$ cat config.mk
export PLATFORM = sky130hd
export DESIGN_NAME = mmio_sim_console_flat
export DESIGN_NICKNAME = d
export VERILOG_FILES = /design/src/rtl/mmio_sim_console_pkg.sv /design/src/rtl/mmio_sim_console_if.sv /design/src/rtl/mmio_sim_console_byte_fifo.sv /design/src/rtl/mmio_sim_console.sv /design/src/flat_wrapper.sv
export SDC_FILE = /design/constraint.sdc
export NUM_CORES = 1
export LEC_CHECK = 0
export CAP_MARGIN = 30
export CELL_PAD_IN_SITES_DETAIL_PLACEMENT = 0
export CELL_PAD_IN_SITES_GLOBAL_PLACEMENT = 1
export CORE_UTILIZATION = 49
export DETAILED_ROUTE_END_ITERATION = 10
export GPL_ROUTABILITY_DRIVEN = 0
export PLACE_DENSITY = 0.85
export RECOVER_POWER = 25
export SLEW_MARGIN = 0
export SYNTH_ARGS = -nofsm -noshare
export SYNTH_HDL_FRONTEND = slang
export SYNTH_SLANG_ARGS = --single-unit
$ cat constraint.sdc
create_clock -name clk -period 6.9 [get_ports clk]
set_input_delay 1.38 -clock clk [delete_from_list [all_inputs] [get_ports clk]]
set_output_delay 1.38 -clock clk [all_outputs]
set_load 0.1 [all_outputs]
$ cat src/rtl/mmio_sim_console_pkg.sv
// rtl/mmio_sim_console_pkg.sv - MMIO offsets and status layout shared by RTL, runtime and bench
package mmio_sim_console_pkg;

    localparam logic [31:0] OFS_HALT     = 32'h000;
    localparam logic [31:0] OFS_TX       = 32'h100;
    localparam logic [31:0] TX_STRIDE    = 32'h010;
    localparam logic [31:0] OFS_WDLIMIT  = 32'h200;
    localparam logic [31:0] OFS_CYCLE_LO = 32'h204;
    localparam logic [31:0] OFS_CYCLE_HI = 32'h208;

    // Bit positions inside the TXk status word
    localparam int ST_EMPTY    = 0;
    localparam int ST_FULL     = 1;
    localparam int ST_OVF      = 2;
    localparam int ST_FREE_LSB = 8;

    typedef enum logic [2:0] {
        REG_NONE,
        REG_HALT,
        REG_TX,
        REG_WDLIMIT,
        REG_CYCLE_LO,
        REG_CYCLE_HI
    } reg_sel_e;

endpackage

$ cat src/rtl/mmio_sim_console_if.sv
// rtl/mmio_sim_console_if.sv - CPU MMIO access bus between the core and the console block
interface mmio_sim_console_if;

    logic        mmio_oe;
    logic [3:0]  mmio_we;
    logic [31:0] mmio_addr;
    logic [31:0] mmio_wdata;
    logic [31:0] mmio_rdata;
    logic        mmio_rvalid;

    modport master (
        output mmio_oe, mmio_we, mmio_addr, mmio_wdata,
        input  mmio_rdata, mmio_rvalid
    );

    modport slave (
        input  mmio_oe, mmio_we, mmio_addr, mmio_wdata,
        output mmio_rdata, mmio_rvalid
    );

endinterface

$ cat src/rtl/mmio_sim_console_byte_fifo.sv
// rtl/mmio_sim_console_byte_fifo.sv - show-ahead byte FIFO with wrap-bit pointers
module byte_fifo #(
    parameter int DEPTH = 16
) (
    input  logic                   clk,
    input  logic                   resetn,
    input  logic                   push_i,
    input  logic [7:0]             din_i,
    output logic                   full_o,
    input  logic                   pop_i,
    output logic [7:0]             dout_o,
    output logic                   empty_o,
    output logic [$clog2(DEPTH):0] count_o
);

    localparam int AW = $clog2(DEPTH);

    logic [AW:0] wr_ptr_q, wr_ptr_d;
    logic [AW:0] rd_ptr_q, rd_ptr_d;
    logic [7:0]  mem_q [DEPTH];
    logic        do_push, do_pop;

    assign empty_o = (wr_ptr_q == rd_ptr_q);
    assign full_o  = (wr_ptr_q[AW] != rd_ptr_q[AW]) && (wr_ptr_q[AW-1:0] == rd_ptr_q[AW-1:0]);
    assign count_o = wr_ptr_q - rd_ptr_q;
    assign dout_o  = mem_q[rd_ptr_q[AW-1:0]];

    // A pop frees the head slot in the same cycle, so a full FIFO may still push
    assign do_pop  = pop_i && !empty_o;
    assign do_push = push_i && (!full_o || do_pop);

    always_comb begin
        wr_ptr_d = wr_ptr_q;
        rd_ptr_d = rd_ptr_q;
        if (do_push) wr_ptr_d = wr_ptr_q + 1'b1;
        if (do_pop)  rd_ptr_d = rd_ptr_q + 1'b1;
    end

    always_ff @(posedge clk) begin
        if (!resetn) begin
            wr_ptr_q <= '0;
            rd_ptr_q <= '0;
        end else begin
            wr_ptr_q <= wr_ptr_d;
            rd_ptr_q <= rd_ptr_d;
        end
    end

    always_ff @(posedge clk) begin
        if (do_push) mem_q[wr_ptr_q[AW-1:0]] <= din_i;
    end

endmodule

$ cat src/rtl/mmio_sim_console.sv
// rtl/mmio_sim_console.sv - MMIO decode for halt, per-channel console FIFOs and cycle watchdog
module mmio_sim_console
    import mmio_sim_console_pkg::*;
#(
    parameter logic [31:0] BASE       = 32'hf000_0000,
    parameter int          NCH        = 2,
    parameter int          DEPTH      = 16,
    parameter logic [31:0] WD_DEFAULT = 32'd100000
) (
    input  logic               clk,
    input  logic               resetn,
    mmio_sim_console_if.slave  bus,
    output logic [NCH-1:0]     ch_valid,
    output logic [NCH*8-1:0]   ch_data,
    input  logic [NCH-1:0]     ch_ready,
    output logic               halted,
    output logic [31:0]        halt_code,
    output logic               wd_abort,
    output logic [63:0]        cycle
);

    localparam int          CW     = $clog2(DEPTH) + 1;
    localparam logic [31:0] TX_END = OFS_TX + TX_STRIDE * 32'(NCH);

    logic        halted_q, halted_d;
    logic [31:0] halt_code_q, halt_code_d;
    logic        wd_abort_q, wd_abort_d;
    logic [31:0] wd_cnt_q, wd_cnt_d;
    logic [31:0] wd_limit_q, wd_limit_d;
    logic [63:0] cycle_q;
    logic [31:0] cycle_hi_q, cycle_hi_d;
    logic [31:0] rdata_q, rdata_d;
    logic        rvalid_q, rvalid_d;
    logic [NCH-1:0] ovf_q;

    logic [31:0] ofs;
    reg_sel_e    sel;
    logic [2:0]  tx_idx;
    logic        wr_en, rd_en, halt_wr, lim_wr, wd_run;
    logic [31:0] rd_word;
    logic [NCH-1:0] push_req, push, pop, drop;
    logic [31:0] tx_status [NCH];

    assign ofs = bus.mmio_addr - BASE;

    always_comb begin
        sel    = REG_NONE;
        tx_idx = ofs[6:4];
        if (ofs == OFS_HALT)                                        sel = REG_HALT;
        else if (ofs == OFS_WDLIMIT)                                sel = REG_WDLIMIT;
        else if (ofs == OFS_CYCLE_LO)                               sel = REG_CYCLE_LO;
        else if (ofs == OFS_CYCLE_HI)                               sel = REG_CYCLE_HI;
        else if (ofs >= OFS_TX && ofs < TX_END && ofs[3:0] == 4'h0) sel = REG_TX;
    end

    // Halt or watchdog abort freezes the register file against further writes
    assign wr_en   = bus.mmio_oe && (bus.mmio_we != 4'b0) && !halted_q && !wd_abort_q;
    assign rd_en   = bus.mmio_oe && (bus.mmio_we == 4'b0);
    assign halt_wr = wr_en && (sel == REG_HALT);
    assign lim_wr  = wr_en && (sel == REG_WDLIMIT);
    assign wd_run  = !halted_q && !wd_abort_q && (wd_limit_q != 32'd0);

    for (genvar k = 0; k < NCH; k++) begin : g_ch
        logic          full, empty;
        logic [7:0]    dout;
        logic [CW-1:0] count;
        logic [8:0]    free_raw;
        logic [7:0]    free_sat;

        byte_fifo #(.DEPTH(DEPTH)) u_fifo (
            .clk     (clk),
            .resetn  (resetn),
            .push_i  (push[k]),
            .din_i   (bus.mmio_wdata[7:0]),
            .full_o  (full),
            .pop_i   (pop[k]),
            .dout_o  (dout),
            .empty_o (empty),
            .count_o (count)
        );

        assign ch_valid[k]       = !empty;
        assign ch_data[8*k +: 8] = dout;
        assign pop[k]            = !empty && ch_ready[k];
        assign push_req[k]       = wr_en && (sel == REG_TX) && (tx_idx == 3'(k)) && bus.mmio_we[0];
        assign push[k]           = push_req[k] && (!full || ch_ready[k]);
        assign drop[k]           = push_req[k] && full && !ch_ready[k];
        assign free_raw          = 9'(DEPTH) - 9'(count);
        assign free_sat          = free_raw[8] ? 8'hff : free_raw[7:0];
        assign tx_status[k]      = {16'b0, free_sat, 5'b0, ovf_q[k], full, empty};
    end

    always_comb begin
        rd_word = '0;
        case (sel)
            REG_HALT:     rd_word = halt_code_q;
            REG_WDLIMIT:  rd_word = wd_limit_q;
            REG_CYCLE_LO: rd_word = cycle_q[31:0];
            REG_CYCLE_HI: rd_word = cycle_hi_q;
            REG_TX: begin
                for (int k = 0; k < NCH; k++) begin
                    if (tx_idx == 3'(k)) rd_word = tx_status[k];
                end
            end
            default:      rd_word = '0;
        endcase
    end

    always_comb begin
        halted_d    = halted_q;
        halt_code_d = halt_code_q;
        wd_abort_d  = wd_abort_q;
        wd_cnt_d    = wd_cnt_q;
        wd_limit_d  = wd_limit_q;
        cycle_hi_d  = cycle_hi_q;
        rdata_d     = rdata_q;
        rvalid_d    = rd_en;

        if (halt_wr) begin
            halted_d    = 1'b1;
            halt_code_d = bus.mmio_wdata;
        end
        // A halt landing on the expiry cycle takes precedence over the abort
        if (lim_wr) begin
            wd_limit_d = bus.mmio_wdata;
            wd_cnt_d   = '0;
        end else if (wd_run) begin
            wd_cnt_d = wd_cnt_q + 32'd1;
            if (wd_cnt_q == wd_limit_q - 32'd1 && !halt_wr) wd_abort_d = 1'b1;
        end
        if (rd_en) begin
            rdata_d = rd_word;
            if (sel == REG_CYCLE_LO) cycle_hi_d = cycle_q[63:32];
        end
    end

    always_ff @(posedge clk) begin
        if (!resetn) begin
            halted_q    <= 1'b0;
            halt_code_q <= '0;
            wd_abort_q  <= 1'b0;
            wd_cnt_q    <= '0;
            wd_limit_q  <= WD_DEFAULT;
            cycle_q     <= '0;
            cycle_hi_q  <= '0;
            rdata_q     <= '0;
            rvalid_q    <= 1'b0;
            ovf_q       <= '0;
        end else begin
            halted_q    <= halted_d;
            halt_code_q <= halt_code_d;
            wd_abort_q  <= wd_abort_d;
            wd_cnt_q    <= wd_cnt_d;
            wd_limit_q  <= wd_limit_d;
            cycle_q     <= cycle_q + 64'd1;
            cycle_hi_q  <= cycle_hi_d;
            rdata_q     <= rdata_d;
            rvalid_q    <= rvalid_d;
            ovf_q       <= ovf_q | drop;
        end
    end

    assign bus.mmio_rdata  = rdata_q;
    assign bus.mmio_rvalid = rvalid_q;
    assign halted          = halted_q;
    assign halt_code       = halt_code_q;
    assign wd_abort        = wd_abort_q;
    assign cycle           = cycle_q;

endmodule
$ cat src/flat_wrapper.sv
// flat-port wrapper written by rule: the top's interface ports become plain ports
module mmio_sim_console_flat import mmio_sim_console_pkg::*;
#(
    parameter logic [31:0] BASE       = 32'hf000_0000,
    parameter int          NCH        = 2,
    parameter int          DEPTH      = 16,
    parameter logic [31:0] WD_DEFAULT = 32'd100000
)
  (clk, resetn, ch_valid, ch_data, ch_ready, halted, halt_code, wd_abort, cycle, bus_mmio_oe, bus_mmio_we, bus_mmio_addr, bus_mmio_wdata, bus_mmio_rdata, bus_mmio_rvalid);
  mmio_sim_console_if bus_i ();
  input  logic clk;
  input  logic resetn;
  output logic [NCH-1:0] ch_valid;
  output logic [NCH*8-1:0] ch_data;
  input  logic [NCH-1:0] ch_ready;
  output logic halted;
  output logic [31:0] halt_code;
  output logic wd_abort;
  output logic [63:0] cycle;
  input wire logic [$bits(bus_i.mmio_oe)-1:0] bus_mmio_oe;
  input wire logic [$bits(bus_i.mmio_we)-1:0] bus_mmio_we;
  input wire logic [$bits(bus_i.mmio_addr)-1:0] bus_mmio_addr;
  input wire logic [$bits(bus_i.mmio_wdata)-1:0] bus_mmio_wdata;
  output wire logic [$bits(bus_i.mmio_rdata)-1:0] bus_mmio_rdata;
  output wire logic [$bits(bus_i.mmio_rvalid)-1:0] bus_mmio_rvalid;
  assign bus_i.mmio_oe = bus_mmio_oe;
  assign bus_i.mmio_we = bus_mmio_we;
  assign bus_i.mmio_addr = bus_mmio_addr;
  assign bus_i.mmio_wdata = bus_mmio_wdata;
  assign bus_mmio_rdata = bus_i.mmio_rdata;
  assign bus_mmio_rvalid = bus_i.mmio_rvalid;
  mmio_sim_console #(.BASE(BASE), .NCH(NCH), .DEPTH(DEPTH), .WD_DEFAULT(WD_DEFAULT)) u_core (.clk(clk), .resetn(resetn), .bus(bus_i), .ch_valid(ch_valid), .ch_data(ch_data), .ch_ready(ch_ready), .halted(halted), .halt_code(halt_code), .wd_abort(wd_abort), .cycle(cycle));
endmodule
==> results.yml, run 1 <==
routing:
  drt_iter0_drc: 1719
  drt_pass1_iterations: 8
  dr_vias_cell: 5.92
  detail-route-antenna-nets: 0
  num_vias: 16700
  post_drt_wl_per_cell_um: 22.9
  drt_drc_violations_left: 0
  route.final.wire_length_um: 64700
clocking:
  cts_hold_repair.buffers: 0
  cts.clk_slew.worst_paths_ps: 60
  postCtsSetupRepairBufs: 0
  cts_inserted_buffers: 51
  ctsResizeCount: 0
  ctsLongestPathBuffers: 3
  cts_root_buf: "clkbuf_16"
  cts_max_level: 2
  tritoncts_clock_tree: "built"
  cts_sinks: 513
  clock_latency_reported_for_the_late_side_of_the_worst_skew_pair_ps: 600
global_routing:
  grt_max_degree: 105
  grt_pass1_vias: 16300
  grtUsageTotal_pct: 27.7
  antenna_found_initial: 4
  globalRouteMet2Util_pct: 45.2
  gr_overflow_total: 0
  busiest_grt_layer: "met2"
  global_route_wire_length_before_repair_um: 98000
  global_route.usage.met1_pct: 35.8
  met3_track_demand_over_resource_pct: 6.57
synth:
  yosysUniqueCellTypes: 68
  postSynthRegisterBits: 513
  synth.area.top_cells: "edfxtp_1 34%, dfxtp_1 23%, mux4_2 8.1%"
  synth_top_flop_cell: "dfxtp_1"
  area_share_of_fa_ha_maj_cells_after_synthesis_pct: 1.58
  post_synth_edffs: 256
  synth_cells: 1963
  seq_area_frac_synth_pct: 57.4
  post_synth_most_frequent_cells: "285 x nand2_1, 257 x dfxtp_1, 256 x edfxtp_1"
  synth.yosys.warnings: 0
  synthesized_area_fraction_occupied_by_ao_oa_aoi_and_oai_cells_pct: 8.60
  area_share_of_and_or_nand_nor_cells_after_synthesis_pct: 15.7
  synthDominantAreaCellType: "edfxtp_1"
  post_synth_mux_area_share_pct: 8.65
  synthArstFlopShare_pct: 0
  synth_xor_area_share_pct: 5.40
  netlist_area_um2: 22400
  yosysMostFrequentCell: "nand2_1"
  synth_largest_type_area_fraction_pct: 34.4
  synth_top_family_by_area: "simple AND/OR/NAND/NOR gates"
  post_synth.cell_area_avg_um2: 11.4
  synth_nets: 2063
timing:
  rsz0062_at_grt: "false"
  finalMaxSlewViolations: 280
  slew-limit-headroom_pct: -27.3
  final_number_of_hold_violating_endpoints: 0
  finalCritPeriodShare_pct: 72.7
  max_slew.worst_pin.slew_ps: 1910
  final.setup_skew_ps: 11.3
  fin_tns_setup_ps: 0
  setup_viol_count_final: 0
  period_needed_ps: 5010
  fmaxAchievable_ghz: 0.199
die:
  die_width_um: 216
  die-area_um2: 46500
  area_of_the_core_region_um2: 44600
  floorplan.die.height_um: 216
  floorplan.rows: 77
  initial_core_utilization_pct: 50.2
  ioPinCount: 222
critical_path:
  crit_chain: "clkdlybuf4s50_1 -> ha_1 -> nor4bb_1 -> nand3_1 -> or4_4 -> nor3_2 -> nand2_1 -> nor3_1"
  critPathMaxStageDelay_ps: 840
  timing.critical_path.arrival_ps: 5230
  cp_max_fo: 9
  reg2reg_from: "u_core.wd_limit_q[9]"
  path_class: "in -> reg"
  cp-startpoint: "bus_mmio_addr[28]"
  worstSetupEndpointType: "flop"
  cpLargestDelayFamily: "simple AND/OR/NAND/NOR gates"
  crit_slowest_cell: "nor3_1"
  critPathLaunchType: "input port"
  critical_path_data_required_time_ps: 7110
  cp.buffers_inverters: 1
job:
  max_cap_viol_count: 8
power:
  leak_nw: 8.93
  vdd_drop_max_uv: 184
  p_per_area_nw_per_um2: 222
worst_hold_path:
  min-delay-start: "u_core.cycle_hi_q[25]"
  worst_hold_path_type: "reg -> reg"
finish:
  drive_gt1_share_pct: 10.3
  final_cell_area_um2: 27700
  syn2layout_area_growth_pct: 23.6
  num-nets-final: 2285
placement:
  count_of_port_buffers_added_during_placement: 221
  post-dp-hpwl_um: 44900
  placedInstanceArea_um2: 25900
outcome:
  failed_checks: "max-capacitance violations, max-slew violations"
  run_status: "finished with violations"
==> metal layers <==
| metal | wire [um] | share of wire [%] |
|---|---|---|
| met4 | 2190 | 3.4 |
| met1 | 25900 | 40 |
| met2 | 30900 | 48 |
| met5 | 23 | 0.036 |
| met3 | 5720 | 8.8 |
==> cells in the final DEF, fill, tap and decap left out, drive strengths merged, types with 61 or more instances in the layout <==
cell type and n:
edfxtp 256, clkbuf 82, xnor2 61, nand2 285
xor2 77, mux4 80, clkdlybuf4s50 212, nor2 167
dfxtp 257, a21oi 126
==> worst reg2reg max path, stage by stage (launching register included) <==
cell and delay, ps:
dfxtp_1 430, nor4_1 620, nand4_1 600, o31ai_1 720, nor4_1 120, buf_4 220, nand4_1 130, xor2_1 180
nor2_1 50
==> flip-flops by register name, indices dropped and copies added (netlist names), named ones only <==
signal,cells
u_core.g_ch.u_fifo.rd_ptr_q,10
u_core.wd_cnt_q,32
u_core.cycle_hi_q,32
u_core.cycle,64
u_core.halted,1
u_core.halt_code,32
u_core.g_ch.u_fifo.wr_ptr_q,10
u_core.wd_limit_q,32
u_core.bus.mmio_rvalid,1
u_core.g_ch.u_fifo.mem_q,256
u_core.bus.mmio_rdata,32
u_core.wd_abort,1
u_core.ovf_q,2
==> metrics by stage <==
| stage | utilization [%] | hold WS (ps) | power, mW | setup WS [ps] | cells |
|---|---|---|---|---|---|
| floorplan | - | 429 | 3.32 | 2450 | 1963 |
| global placement | 56.2 | 435 | 3.42 | 1560 | 2687 |
| detailed placement | 58.0 | 445 | 3.42 | 1330 | 2717 |
| CTS | 61.7 | 452 | 6.16 | 1990 | 2812 |
| global route | 62.0 | 469 | 6.29 | 1670 | 2819 |
| finish | 62.0 | 453 | 6.13 | 1890 | 2822 |
==> cells by family after synthesis <==
| kind of cell | count (synthesis) |
|---|---|
| AND/OR/NAND/NOR | 741 |
| XOR/XNOR | 138 |
| AO/OA/AOI/OAI | 302 |
| flip-flops | 513 |
| multiplexers | 93 |
| adder cells (fa/ha/maj) | 27 |
| buffers and inverters | 149 |
==> where the power goes <==
group          switching [mW]  internal [mW]  total [mW]  leakage, nW
Clock                    1.20           1.58        2.78        0.804
Combinational           0.100         0.0531       0.153         3.76
Sequential            0.00541           3.20        3.20         4.37
Total                    1.30           4.83        6.13         8.93
==> final cells by class <==
class,count,area [um^2]
fillers,3515,16900
flip-flops and latches,513,12800
multi-input cells,1301,8970
repair buffers,282,3300
clock buffers,73,1450
well taps,592,741
clock inverters,22,213
inverters,36,140
diodes,3,7.51
==> path summary, 6_finish.rpt <==
path                                       end  slack (ps)  depth (start not counted)
min                      u_core.cycle_hi_q[25]         450                          2
max          u_core.g_ch[0].u_fifo.mem_q[0][7]        1890                          8
min reg2reg              u_core.cycle_hi_q[25]         450                          2
max reg2reg                u_core.wd_cnt_q[29]        3680                          8
No activity file was read; power rests on OpenSTA's default activity.
==> run 2: changes to the inputs <==
--- a/config.mk
+++ b/config.mk
@@ -8,10 +8,10 @@
 export CAP_MARGIN = 30
 export CELL_PAD_IN_SITES_DETAIL_PLACEMENT = 0
 export CELL_PAD_IN_SITES_GLOBAL_PLACEMENT = 1
-export CORE_UTILIZATION = 49
+export CORE_UTILIZATION = 41
 export DETAILED_ROUTE_END_ITERATION = 10
 export GPL_ROUTABILITY_DRIVEN = 0
-export PLACE_DENSITY = 0.85
+export PLACE_DENSITY = 0.75
 export RECOVER_POWER = 25
 export SLEW_MARGIN = 0
 export SYNTH_ARGS = -nofsm -noshare
==> constraint.sdc (replaced) <==
create_clock -name clk -period 4.39 [get_ports clk]
set_input_delay 0.878 -clock clk [delete_from_list [all_inputs] [get_ports clk]]
set_output_delay 0.878 -clock clk [all_outputs]
set_load 0.1 [all_outputs]
==> run 2 against run 1 <==
The flow still finishes with violations (max-capacitance violations, max-slew violations). Global-route usage is 3.6 points lower. Clock skew is 5.2 ps higher. Via count is 0.25% lower. Count of clock-buffer cells in the layout is 8 lower. Final area is 2.0% higher. First-iteration DRC count is 8.9% lower. Critical path depth stayed put. Core utilization is 9.6 points lower. Cell count is 5.1% higher. Critical endpoint is now u_core.bus.mmio_rdata[3]. Clock power is 69% higher. Die area is 19% higher. Sequential cell count stayed put.
==> results.yml, run 2 (synthesis gave the netlist of run 1 again) <==
outcome:
  run_status: "finished with violations"
  failed_checks: "max-capacitance violations, max-slew violations"
clocking:
  cts_sinks: 513
  postCtsSetupRepairBufs: 0
  ctsLongestPathBuffers: 3
  clock_latency_reported_for_the_late_side_of_the_worst_skew_pair_ps: 620
  cts.clk_slew.worst_paths_ps: 60
  cts_max_level: 2
  tritoncts_clock_tree: "built"
  cts_hold_repair.buffers: 0
  cts_inserted_buffers: 52
  cts_root_buf: "clkbuf_16"
  ctsResizeCount: 0
die:
  die_width_um: 236
  ioPinCount: 222
  floorplan.die.height_um: 236
  area_of_the_core_region_um2: 53800
  initial_core_utilization_pct: 41.6
  die-area_um2: 55500
  floorplan.rows: 85
routing:
  detail-route-antenna-nets: 0
  drt_drc_violations_left: 0
  post_drt_wl_per_cell_um: 22.6
  drt_iter0_drc: 1566
  drt_pass1_iterations: 6
  num_vias: 16700
  route.final.wire_length_um: 67000
  dr_vias_cell: 5.62
power:
  p_per_area_nw_per_um2: 354
  vdd_drop_max_uv: 310
  sequential_share_of_power_pct: 50.5
  power.switching_mw: 2.10
  cell_internal_pwr_mw: 7.87
  power_frac_clock_pct: 47.1
  sw_frac_of_total_pct: 21.1
  leak_nw: 9.28
  combPwrFrac_pct: 2.4
critical_path:
  critPathLaunchType: "input port"
  path_class: "in -> reg"
  reg2reg_depth: 9
  critical_path_data_required_time_ps: 4910
  timing.rr.end: "u_core.wd_abort"
  worstSetupEndpointType: "flop"
  cp_max_fo: 24
  timing.critical_path.arrival_ps: 4570
  reg2reg_from: "u_core.wd_limit_q[0]"
  reg2reg_setup_slack_ps: 1190
timing:
  period_needed_ps: 4050
  finalCritPeriodShare_pct: 92.3
  holdWs_ps: 453
  final.setup_skew_ps: 16.4
  setup_viol_count_final: 0
  final_number_of_hold_violating_endpoints: 0
  slew-limit-headroom_pct: -28.5
  fmaxAchievable_ghz: 0.247
  rsz0062_at_grt: "false"
  max_slew.worst_pin.slew_ps: 1930
  timing.final.ws_setup_ps: 337
  finalMaxSlewViolations: 280
finish:
  finish.utilization_pct: 52.4
  num-nets-final: 2329
  drive_gt1_share_pct: 13.4
  layout_commonest_cell: "nand2_1"
  num-fill-cells: 4674
  layout.cells.most_common_list: "285 x nand2_1, 256 x edfxtp_1, 255 x dfxtp_1"
  syn2layout_area_growth_pct: 26.1
  max_reg_flops: 256
global_routing:
  grtUsageTotal_pct: 24.1
  antenna_found_initial: 2
  gr_overflow_total: 0
  grt_max_degree: 137
  global_route_wire_length_before_repair_um: 102000
  grt_pass1_vias: 16700
placement:
  post-dp-hpwl_um: 47600
  dp_slack_ps: -195
  count_of_port_buffers_added_during_placement: 221
worst_hold_path:
  min-delay-start: "u_core.cycle_hi_q[31]"
  min_path_cells: 2
  worst_hold_path_type: "reg -> reg"
  hold_end: "u_core.cycle_hi_q[31]"
job:
  max_cap_viol_count: 8
## run 2: cell types whose count changed in the layout (fill, tap and decap cells not counted), sizes merged
cell           previous run  this run
buf                      52       119
clkdlybuf4s50           212       195
clkbuf                   82        74
dlygate4sd3               9         2
bufinv                    3         7
clkinv                   14        17
clkinvlp                  4         2
diode                     3         1
inv                      37        39
## run 2: worst max-delay path, cell delays in order
cell             delay, ps
clkdlybuf4s50_1        500
ha_1                   140
nor4bb_1               840
o211ai_1               540
nor4_1                 540
a211oi_1               140
or3_1                  680
o21ai_0                300
## run 2: cell type report
cell class	instances	area (um^2)	share of cell area (%)
Timing Repair Buffer	325	3580	12.7
Clock inverter	29	362	1.28
Antenna cell	1	2.50	0.00887
Inverter	36	140	0.497
Clock buffer	65	1450	5.14
Sequential cell	513	12800	45.5
Multi-Input combinational cell	1301	8970	31.8
Tap cell	696	871	3.09
## run 2: power by group through the flow
stage               combinational (mW)  clock [mW]  sequential (mW)
detailed placement               0.248           0             5.14
global route                     0.261        4.97             5.03
floorplan                       0.0622           0             5.15
global placement                 0.238           0             5.14
CTS                              0.248        4.78             5.03
finish                           0.244        4.70             5.04
## run 2: stage by stage
step,area [um^2],setup TNS [ps],cells,power (mW)
2_1_floorplan,22400,0,1963,5.21
3_3_place_gp,25500,-2730,2838,5.38
3_5_place_dp,26400,-7950,2870,5.39
4_1_cts,28200,0,2964,10.1
5_1_grt,28200,0,2966,10.3
6_report,28200,0,2966,9.98
## run 2: worst max-delay path by stage
| stage | to | from | slack, ps |
|---|---|---|---|
| 3_5_place_dp | u_core.bus.mmio_rdata[16] | bus_mmio_addr[28] | -190 |
| 4_1_cts | u_core.bus.mmio_rdata[3] | bus_mmio_addr[29] | 410 |
| 3_3_place_gp | u_core.g_ch[1].u_fifo.mem_q[3][3] | bus_mmio_addr[28] | -120 |
| 2_1_floorplan | u_core.g_ch[0].u_fifo.mem_q[3][0] | bus_mmio_addr[28] | 450 |
| 5_1_grt | u_core.bus.mmio_rdata[5] | bus_mmio_addr[28] | 80 |
| 6_report | u_core.bus.mmio_rdata[3] | bus_mmio_addr[29] | 340 |
## run 2: routing by layer
metal / part of all wire, % / GRT usage (%) / vias up / wire length [um]
li1: - / - / 7729 / -
met1: 42 / 31.7 / 8171 / 28200
met2: 46 / 38.5 / 642 / 31000
met3: 8.4 / 6.27 / 132 / 5650
met4: 3.2 / 8.56 / 2 / 2170
met5: 0.019 / 0 / - / 13
